--- config.mk ---
export PLATFORM = sky130hd
export DESIGN_NAME = bcd_counter_n
export DESIGN_NICKNAME = d
export VERILOG_FILES = /design/src/rtl/bcd_pkg.sv /design/src/rtl/bcd_digit.sv /design/src/rtl/bcd_counter_n.sv
export SDC_FILE = /design/constraint.sdc
export NUM_CORES = 1
export LEC_CHECK = 0
export BUFFER_PORTS_ARGS = -buffer_cell sky130_fd_sc_hd__buf_4
export CORE_AREA = 5 5 64 66
export CTS_CLUSTER_DIAMETER = 100
export DETAILED_ROUTE_END_ITERATION = 16
export DIE_AREA = 0 0 69 71
export MAX_ROUTING_LAYER = met4
export PLACE_DENSITY = 0.56
export SLEW_MARGIN = 30
export SYNTH_ARGS = -nofsm -noshare
export SYNTH_HDL_FRONTEND = slang
export SYNTH_SLANG_ARGS = --single-unit
export TNS_END_PERCENT = 100
--- constraint.sdc ---
create_clock -name clk_i -period 2.1 [get_ports clk_i]
set_input_delay 0.42 -clock clk_i [delete_from_list [all_inputs] [get_ports clk_i]]
set_output_delay 0.42 -clock clk_i [all_outputs]
set_load 0.03 [all_outputs]
--- src/rtl/bcd_pkg.sv ---
// -----------------------------------------------------------------------------
// bcd_pkg
// Shared BCD definitions for the N-digit clock counter family.
//   BCD_W       : bits per BCD digit
//   bcd_digit_t : one packed BCD digit
//   to_bcd      : integer -> packed BCD (up to 4 digits), used at elaboration
//   bcd_to_int  : packed BCD (up to 4 digits) -> integer
//   bcd_valid   : digit holds a legal decimal value (0..9)
// -----------------------------------------------------------------------------
package bcd_pkg;

  localparam int BCD_W = 4;

  typedef logic [BCD_W-1:0] bcd_digit_t;

  // Digit 0 lands in bits [3:0]; digits at or above ndig are left zero.
  function automatic logic [15:0] to_bcd(input int value, input int ndig);
    logic [15:0] r;
    int v;
    r = '0;
    v = value;
    for (int i = 0; i < 4; i++) begin
      if (i < ndig) begin
        r[4*i +: 4] = 4'(v % 10);
        v = v / 10;
      end
    end
    return r;
  endfunction

  function automatic int bcd_to_int(input logic [15:0] bcd);
    int r;
    int w;
    r = 0;
    w = 1;
    for (int i = 0; i < 4; i++) begin
      r = r + int'(bcd[4*i +: 4]) * w;
      w = w * 10;
    end
    return r;
  endfunction

  function automatic logic bcd_valid(input bcd_digit_t digit);
    return (digit <= 4'd9);
  endfunction

endpackage

--- src/rtl/bcd_digit.sv ---
// -----------------------------------------------------------------------------
// bcd_digit
// One decade of the BCD counter with its own register.
//   clk_i    : clock
//   rst_ni   : asynchronous active-low reset (digit -> 0)
//   up       : counter is stepping up this cycle
//   down     : counter is stepping down this cycle
//   cin      : lower digits ripple into this one (1 for digit 0)
//   load     : overwrite the digit with load_val (beats up/down)
//   load_val : value to load
//   digit    : current digit value
//   co       : this digit is 9 and is being stepped (ripples an up-carry)
//   bo       : this digit is 0 and is being stepped (ripples a down-borrow)
// -----------------------------------------------------------------------------
module bcd_digit
  import bcd_pkg::*;
(
  input  logic       clk_i,
  input  logic       rst_ni,
  input  logic       up,
  input  logic       down,
  input  logic       cin,
  input  logic       load,
  input  bcd_digit_t load_val,
  output bcd_digit_t digit,
  output logic       co,
  output logic       bo
);

  bcd_digit_t digit_q;

  always_ff @(posedge clk_i or negedge rst_ni) begin
    if (!rst_ni) begin
      digit_q <= '0;
    end else if (load) begin
      digit_q <= load_val;
    end else if (up && cin) begin
      digit_q <= (digit_q == 4'd9) ? 4'd0 : digit_q + 4'd1;
    end else if (down && cin) begin
      digit_q <= (digit_q == 4'd0) ? 4'd9 : digit_q - 4'd1;
    end
  end

  assign digit = digit_q;
  assign co    = cin & (digit_q == 4'd9);
  assign bo    = cin & (digit_q == 4'd0);

endmodule

--- src/rtl/bcd_counter_n.sv ---
// -----------------------------------------------------------------------------
// bcd_counter_n
// N-digit BCD up/down counter with programmable terminal count, synchronous
// load with validation and chainable carry/borrow (carry_o feeds the next
// stage's inc_i). Optional binary mirror enabled by defining CNT_BINARY_OUT_EN.
//   clk_i       : clock
//   rst_ni      : asynchronous active-low reset
//   inc_i       : count up by one
//   dec_i       : count down by one (inc_i & dec_i together = hold)
//   load_i      : synchronous load request (highest priority)
//   load_bcd_i  : BCD value to load, digit 0 in [3:0]
//   count_bcd_o : registered BCD count
//   carry_o     : combinational wrap MAX_COUNT -> 0 on increment
//   borrow_o    : combinational wrap 0 -> MAX_COUNT on decrement
//   load_err_o  : registered one-cycle pulse after a rejected load
//   count_bin_o : binary mirror of the count (CNT_BINARY_OUT_EN only)
// -----------------------------------------------------------------------------
module bcd_counter_n
  import bcd_pkg::*;
#(
  parameter int NUM_DIGITS = 2,
  parameter int MAX_COUNT  = 59,
  // Derived from MAX_COUNT; not meant to be overridden.
  parameter int BIN_W      = $clog2(MAX_COUNT + 1)
) (
  input  logic                    clk_i,
  input  logic                    rst_ni,
  input  logic                    inc_i,
  input  logic                    dec_i,
  input  logic                    load_i,
  input  logic [4*NUM_DIGITS-1:0] load_bcd_i,
  output logic [4*NUM_DIGITS-1:0] count_bcd_o,
  output logic                    carry_o,
  output logic                    borrow_o,
  output logic                    load_err_o
`ifdef CNT_BINARY_OUT_EN
  ,
  output logic [BIN_W-1:0]        count_bin_o
`endif
);

  localparam int W = 4 * NUM_DIGITS;

  generate
    if (NUM_DIGITS < 1 || NUM_DIGITS > 4 || MAX_COUNT < 1 ||
        MAX_COUNT >= 10**NUM_DIGITS) begin : g_bad_cfg
      $error("bcd_counter_n: MAX_COUNT=%0d does not fit in NUM_DIGITS=%0d",
             MAX_COUNT, NUM_DIGITS);
    end
  endgenerate

  localparam logic [15:0]  MAX_BCD_FULL = to_bcd(MAX_COUNT, NUM_DIGITS);
  localparam logic [W-1:0] MAX_BCD      = MAX_BCD_FULL[W-1:0];

  logic [W-1:0]          count;
  logic [NUM_DIGITS-1:0] cin;
  logic [NUM_DIGITS-1:0] co;
  logic [NUM_DIGITS-1:0] bo;
  logic [NUM_DIGITS-1:0] digit_ok;

  logic at_max, at_zero;
  logic step_up, step_dn;
  logic load_ok;
  logic dig_load, dig_up, dig_dn;
  logic [W-1:0] dig_load_val;
  logic load_err_q;

  assign at_max  = (count == MAX_BCD);
  assign at_zero = (count == '0);

  // A simultaneous inc/dec cancels; a load masks both.
  assign step_up = inc_i & ~dec_i & ~load_i;
  assign step_dn = dec_i & ~inc_i & ~load_i;

  assign carry_o  = step_up & at_max;
  assign borrow_o = step_dn & at_zero;

  // With every digit legal, an unsigned compare of packed BCD equals a
  // decimal compare, so the range check needs no conversion.
  assign load_ok = (&digit_ok) && (load_bcd_i <= MAX_BCD);

  // Terminal-count wraps reuse the digit load path instead of rippling.
  assign dig_load     = (load_i & load_ok) | carry_o | borrow_o;
  assign dig_load_val = load_i ? load_bcd_i : (carry_o ? '0 : MAX_BCD);
  assign dig_up       = step_up & ~at_max;
  assign dig_dn       = step_dn & ~at_zero;

  genvar gi;
  generate
    for (gi = 0; gi < NUM_DIGITS; gi++) begin : g_digit
      bcd_digit_t digit_val;

      assign digit_ok[gi] = bcd_valid(load_bcd_i[4*gi +: 4]);

      if (gi == 0) begin : g_first
        assign cin[gi] = 1'b1;
      end else begin : g_rest
        assign cin[gi] = dig_up ? co[gi-1] : bo[gi-1];
      end

      bcd_digit u_digit (
        .clk_i    (clk_i),
        .rst_ni   (rst_ni),
        .up       (dig_up),
        .down     (dig_dn),
        .cin      (cin[gi]),
        .load     (dig_load),
        .load_val (dig_load_val[4*gi +: 4]),
        .digit    (digit_val),
        .co       (co[gi]),
        .bo       (bo[gi])
      );

      assign count[4*gi +: 4] = digit_val;
    end
  endgenerate

  // The top digit's ripple outputs have no consumer.
  logic unused_ripple;
  assign unused_ripple = co[NUM_DIGITS-1] ^ bo[NUM_DIGITS-1];

  always_ff @(posedge clk_i or negedge rst_ni) begin
    if (!rst_ni) begin
      load_err_q <= 1'b0;
    end else begin
      load_err_q <= load_i & ~load_ok;
    end
  end

  assign count_bcd_o = count;
  assign load_err_o  = load_err_q;

`ifdef CNT_BINARY_OUT_EN
  logic [BIN_W-1:0] bin_q;

  always_ff @(posedge clk_i or negedge rst_ni) begin
    if (!rst_ni) begin
      bin_q <= '0;
    end else if (load_i) begin
      if (load_ok) begin
        bin_q <= BIN_W'(bcd_to_int(16'(load_bcd_i)));
      end
    end else if (carry_o) begin
      bin_q <= '0;
    end else if (borrow_o) begin
      bin_q <= BIN_W'(MAX_COUNT);
    end else if (dig_up) begin
      bin_q <= bin_q + 1'b1;
    end else if (dig_dn) begin
      bin_q <= bin_q - 1'b1;
    end
  end

  assign count_bin_o = bin_q;
`endif

endmodule

* Yosys cells after proc, flatten, opt, wreduce, memory -nomap -nowiden *
Index checks and enable logic that the tools add are counted.

operators by class
  add/subtract/negate cells = 4
  $mul = 0
  divide/modulo/power cells = 0
  $lt $le $gt $ge = 3
  eq/ne operators = 3
  shifts and indexed selects = 0
  muxes and demuxes = 13
  bitwise gates (word level) = 18
  reductions and logical operators = 9

operator list
  operator                                                                number
  4-bit 2-to-1 mux                                                        10
  1-bit AND                                                               10
  4-bit by 1-bit adder with 4-bit output (second input constant)          2
  4-bit equality test (second input constant)                             2
  8-bit by 7-bit equality test with 1-bit output (second input constant)  1
  4-bit <= comparator (second input constant)                             2
  8-bit by 7-bit <= comparator with 1-bit output (second input constant)  1
  4-bit zero test                                                         2
  8-bit zero test                                                         1
  8-bit 2-to-1 mux                                                        1
  4-bit by 1-bit subtractor with 4-bit output (second input constant)     2
  7-bit 2-to-1 mux                                                        1
  1-bit NOT                                                               6
  3-bit nonzero test                                                      2
  1-bit logical AND                                                       3
  1-bit OR                                                                2
  2-bit AND reduction                                                     1
  1-bit 2-to-1 mux                                                        1

word-level totals
  register bits after elaboration = 9
  bits in latches = 0
  bits in writable memories = 0
  memory bits (read-only) = 0
  bits of input ports = 13
  output and inout port bits = 11
  logic and storage cells = 53
  memories kept = 0

* Longest topological paths before layout *
  depth after elaboration = 9
  gate-level depth with buffers = 7
  depth with buffers taken out = 5

* Hierarchy *
Synthesis repeated with hierarchy kept, for this count alone.

unflattened totals
  cells, all modules = 122
  area total of the unflattened synthesis = 983.4 µm²

by module, submodules not included
  module         instances  cells an instance  area each (µm²)  sequential area each (µm²)
  bcd_digit      2          45                 379.1            100.1
  bcd_counter_n  1          32                 225.2            25.0

* Least setup slack after synthesis *
No wires, ideal clock.

  path type = register -> register
  start point = register g_digit[1].u_digit.digit_q[1]
  end point = register g_digit[0].u_digit.digit_q[3]
  library setup time = 124 ps
  data arrival time = 1824 ps
  required time = 1976 ps
  path slack = 152 ps
  cell stages (with the launch flop) = 7
  path buffers = 1
  period minus slack after synthesis = 1948 ps
  path through = dfrtp_1 -> buf_2 -> nor4_2 -> a21oi_1 -> or3_1 -> a221oi_2 -> nor2_1

on the way
  cells in the longest elaborated chain, start to end = 5
  elaborated cells on any way between the ends = 15
  classes of those cells = eq/ne (1); mux (4); bitwise (8); reduce/logical (2)

ends and longest elaborated chain
  what                                                              line                                      source
  start: declaration                                                bcd_digit.sv:30                           bcd_digit_t digit_q;
  start signal: assignment                                          bcd_digit.sv:36                           digit_q <= load_val;
  start signal: assignment                                          bcd_digit.sv:38                           digit_q <= (digit_q == 4'd9) ? 4'd0 : digit_q + 4'd1;
  start signal: assignment                                          bcd_digit.sv:40                           digit_q <= (digit_q == 4'd0) ? 4'd9 : digit_q - 4'd1;
  8-bit by 7-bit equality test with 1-bit output                    bcd_counter_n.sv:68                       assign at_max = (count == MAX_BCD);
  1-bit AND or 1-bit NOT (tied branches)                            bcd_counter_n.sv:75, bcd_counter_n.sv:85
  1-bit OR (tied with other cells) (2 in a row)                     bcd_counter_n.sv:83                       assign dig_load = (load_i & load_ok) | carry_o | borrow_o;
  3-bit nonzero test (no line) or 4-bit 2-to-1 mux (tied branches)  -
  end signal: assignment                                            bcd_digit.sv:36
  end signal: assignment                                            bcd_digit.sv:38
  end signal: assignment                                            bcd_digit.sv:40
  end: declaration                                                  bcd_digit.sv:30

Several ways; a longest one is shown, not always the timed one.
A chain may end at the register's enable or synchronous reset.

* Worst setup path after layout *
  start point = register g_digit[1].u_digit.digit_q[1]
  end point = output port borrow_o

on the way
  cells in the longest elaborated chain, start to end = 2

ends and longest elaborated chain
  what              line                 source
  8-bit zero test   bcd_counter_n.sv:69  assign at_zero = (count == '0);
  1-bit AND         bcd_counter_n.sv:76  assign borrow_o = step_dn & at_zero;
  end: declaration  bcd_counter_n.sv:34  output logic borrow_o,

No other way between the ends.

==> summary.md <==
| Metric | Value |
|---|---|
| Outcome | `completed` |
| PwrDens | `1080 mW/mm^2` |
| Leakage | `0.542 nW` |
| Vias in the first global route | `1004` |
| Measured slew at the worst slew-check pin | `0.360 ns` |
| Most instantiated cells after synthesis | `10 x nor2_1, 9 x dfrtp_1, 8 x nand2_1` |
| Setup repair after global routing missed its margin | `no` |
| Top_reg_cell synth | `dfrtp_1` |
| Post-CTS Repair Setup Buffers | `0` |
| Max-Cap Viols | `0` |
| Worst Path Buf+Inv | `2` |
| Area added between synthesis and finish | `32.2%` |
| Die height | `71 um` |
| Antenna cells | `0` |
| Layout cells sized above 1 | `0.360` |
| Multi-input logic area | `693 um^2` |
| Crit path DAT | `1.57 ns` |
| Setup TNS | `0 ns` |
| Simple logic cell fraction of the synthesized area | `0.349` |
| Post-Syn Nets | `133` |
| Register area | `225 um^2` |
| Largest net degree at the start of global routing | `13` |
| # setup viols final | `0` |
| Cell Area, Synth | `986 um^2` |
| Worst-path clk slew | `0.06 ns` |
| Core area | `0.00352 mm^2` |
| Post-layout total power | `1.41 mW` |
| Crit start category | `register` |
| Main combinational cell family by area after synthesis | `simple AND/OR/NAND/NOR gates` |
| Die area | `0.00490 mm^2` |
| Num ports | `24` |
| Register area share after synthesis | `0.228` |
| Drt first pass iters | `4` |
| Clk_skew | `0.00274 ns` |
| Hold WC Path Type | `primary input to register` |
| CTS sink count | `9` |
| Critical path required time | `1.68 ns` |
| Post-synth top area share | `0.228` |
| Syn_area_per_cell | `8.22 um^2` |
| Initial Utilization | `0.280` |
| Via count | `1049` |
| Slew headroom | `0.757` |
| Initial antenna violation count | `0` |
| Chip Width | `69 um` |
| Final Non-Filler Cells | `198` |
| DR WL/cell | `14.2 um` |
| CP max stage cell | `dfrtp_1` |
| Synth warnings | `0` |
| Total GRT Usage | `0.121` |
| DRC viols | `0` |
| TritonCTS Buffers | `3` |
| CTS tree | `yes` |
| Synth unique cells | `49` |
| Fin crit period | `1.99 ns` |
| Complex-gate fraction of the synthesized area | `0.298` |
| Final Hold Fails | `0` |
| Post-DP HPWL | `2260 um` |
| Clock Latency Late Sink | `0.26 ns` |
| Filler cells | `382` |
| Synth Area in XOR/XNOR | `0.0178` |
| Critical path, cell by cell | `nor4_4, nand3_1, inv_1, buf_4` |
| CTS Buffer Depth | `2` |
| Post-Route WL | `2810 um` |
| GP Congestion | `0.877` |
| Worst Setup End Kind | `primary output` |
| Routed vias/inst | `5.30` |
| Global-route wire length before repair | `4780 um` |
| Synth area leader | `dfrtp_1` |
| Post-synthesis mux area share | `0.0203` |
| Syn Inst Count | `120` |
| Post-layout util | `0.370` |
| DRT iter0 DRCs | `52` |
| FP Rows | `22` |
| #FFs+latches synth | `9` |
| CP max FO | `5` |
| Htree depth | `1` |
| Global route overflow | `0` |
| Maximum vdd ir drop | `0.000256 V` |
| Top cells by area, synth | `dfrtp_1 23%, nor2_1 3.8%, a21oi_1 3.6%, nor3_1 3.6%, o21ai_0 3.6%` |
| Highest Clock Rate | `0.504 GHz` |
| Port Buffers | `23` |
| Crit Path Class | `register to primary output` |
| Root Driver | `clkbuf_4` |
| Period Utilization, post-route | `0.946` |
| Post-synthesis adder-cell area fraction | `0` |
| Critical path's top delay family | `simple AND/OR/NAND/NOR gates` |
| Asr flop ratio synth | `1.00` |
| Placed cells | `193` |
| CP max stage delay | `0.46 ns` |
| Layout Nets | `164` |
| Post-DRT Antenna Nets | `0` |
| Hold Slack | `0.433 ns` |
| Pins Over Slew Limit | `0` |
| Top-count cell post-synth | `nor2_1` |
| Number of synthesized flops with an enable pin | `0` |
[where the power goes]
part	internal [mW]	switching (mW)	total, mW
logic	0.402	0.539	0.941
registers	0.236	0.0982	0.334
clock network	0.0732	0.0601	0.133
total	0.711	0.697	1.41
[per-stage QoR]
| stage | instance area, um^2 | setup WS (ns) |
|---|---|---|
| after floorplan | 986 | 0.152 |
| after global placement | 1250 | 0.161 |
| after detailed placement | 1250 | 0.145 |
| after CTS | 1290 | 0.0135 |
| after global routing | 1300 | 0.00187 |
| final | 1300 | 0.114 |
[layout by cell type, fill, tap and decap left out, types with 2 or more instances in the layout]
master	count
a21oi_1	7
a31oi_1	3
and2_1	2
and4bb_2	2
buf_4	35
clkbuf_4	3
dfrtp_1	9
inv_1	7
mux2i_1	2
nand2_1	8
nand3_1	5
nand3b_1	2
nand4_1	2
nor2_1	10
nor3_1	7
nor3b_1	2
nor4_4	2
o21ai_0	7
o221ai_1	2
o22ai_1	2
o31ai_1	2
[layout make-up]
class,instances,area share
Multi-Input combinational cell,94,0.532
Sequential cell,9,0.173
Tap cell,48,0.0461
Clock buffer,4,0.0202
Inverter,7,0.0202
Timing Repair Buffer,36,0.209
[metal layers]
layer / vias up / share of wire / wire length [um] / track usage
met5: - / 0 / 0 / -
met1: 495 / 0.49 / 1380 / 0.156
li1: 522 / - / - / -
met4: 0 / 0.021 / 59 / 0.0629
met3: 6 / 0.030 / 83 / 0.0142
met2: 26 / 0.46 / 1280 / 0.184
[kinds of logic after synthesis]
family	Yosys count
AO/OA/AOI/OAI	37
XOR/XNOR	2
buffers and inverters	17
flip-flops	9
multiplexers	2
AND/OR/NAND/NOR	53
[path summary, 6_finish.rpt]
check                                             from                           to  slack (ns)  cells after the start
setup / recovery           g_digit[1].u_digit.digit[1]                     borrow_o        0.11                      4
hold / removal                           load_bcd_i[2]  g_digit[0].u_digit.digit[2]        0.43                      3
setup reg to reg           g_digit[0].u_digit.digit[2]  g_digit[1].u_digit.digit[2]        0.27                      5
hold reg to reg            g_digit[1].u_digit.digit[3]  g_digit[1].u_digit.digit[3]        0.62                      2
max in group asynchronous                       rst_ni                   load_err_o        1.44                      2
min in group asynchronous                       rst_ni  g_digit[1].u_digit.digit[1]        0.52                      2
[state kept, by name (all words and copies together), names as in the netlist]
| name | flops |
|---|---|
| g_digit.u_digit.digit | 8 |
| load_err_o | 1 |
[worst register-to-register path, delay by kind of cell, from the launching register on]
kind            cells  cell delay (ns)
compound gates      3             0.68
simple gates        2             0.59
flops               1             0.44
[what timing repair did]
action                                 4_1_cts  5_1_grt
endpoints found under the hold margin        9        0
resized for setup                            0        2
hold buffers                                 1        0
setup endpoints to repair                    0        1
(Power assumes the default switching activity.)
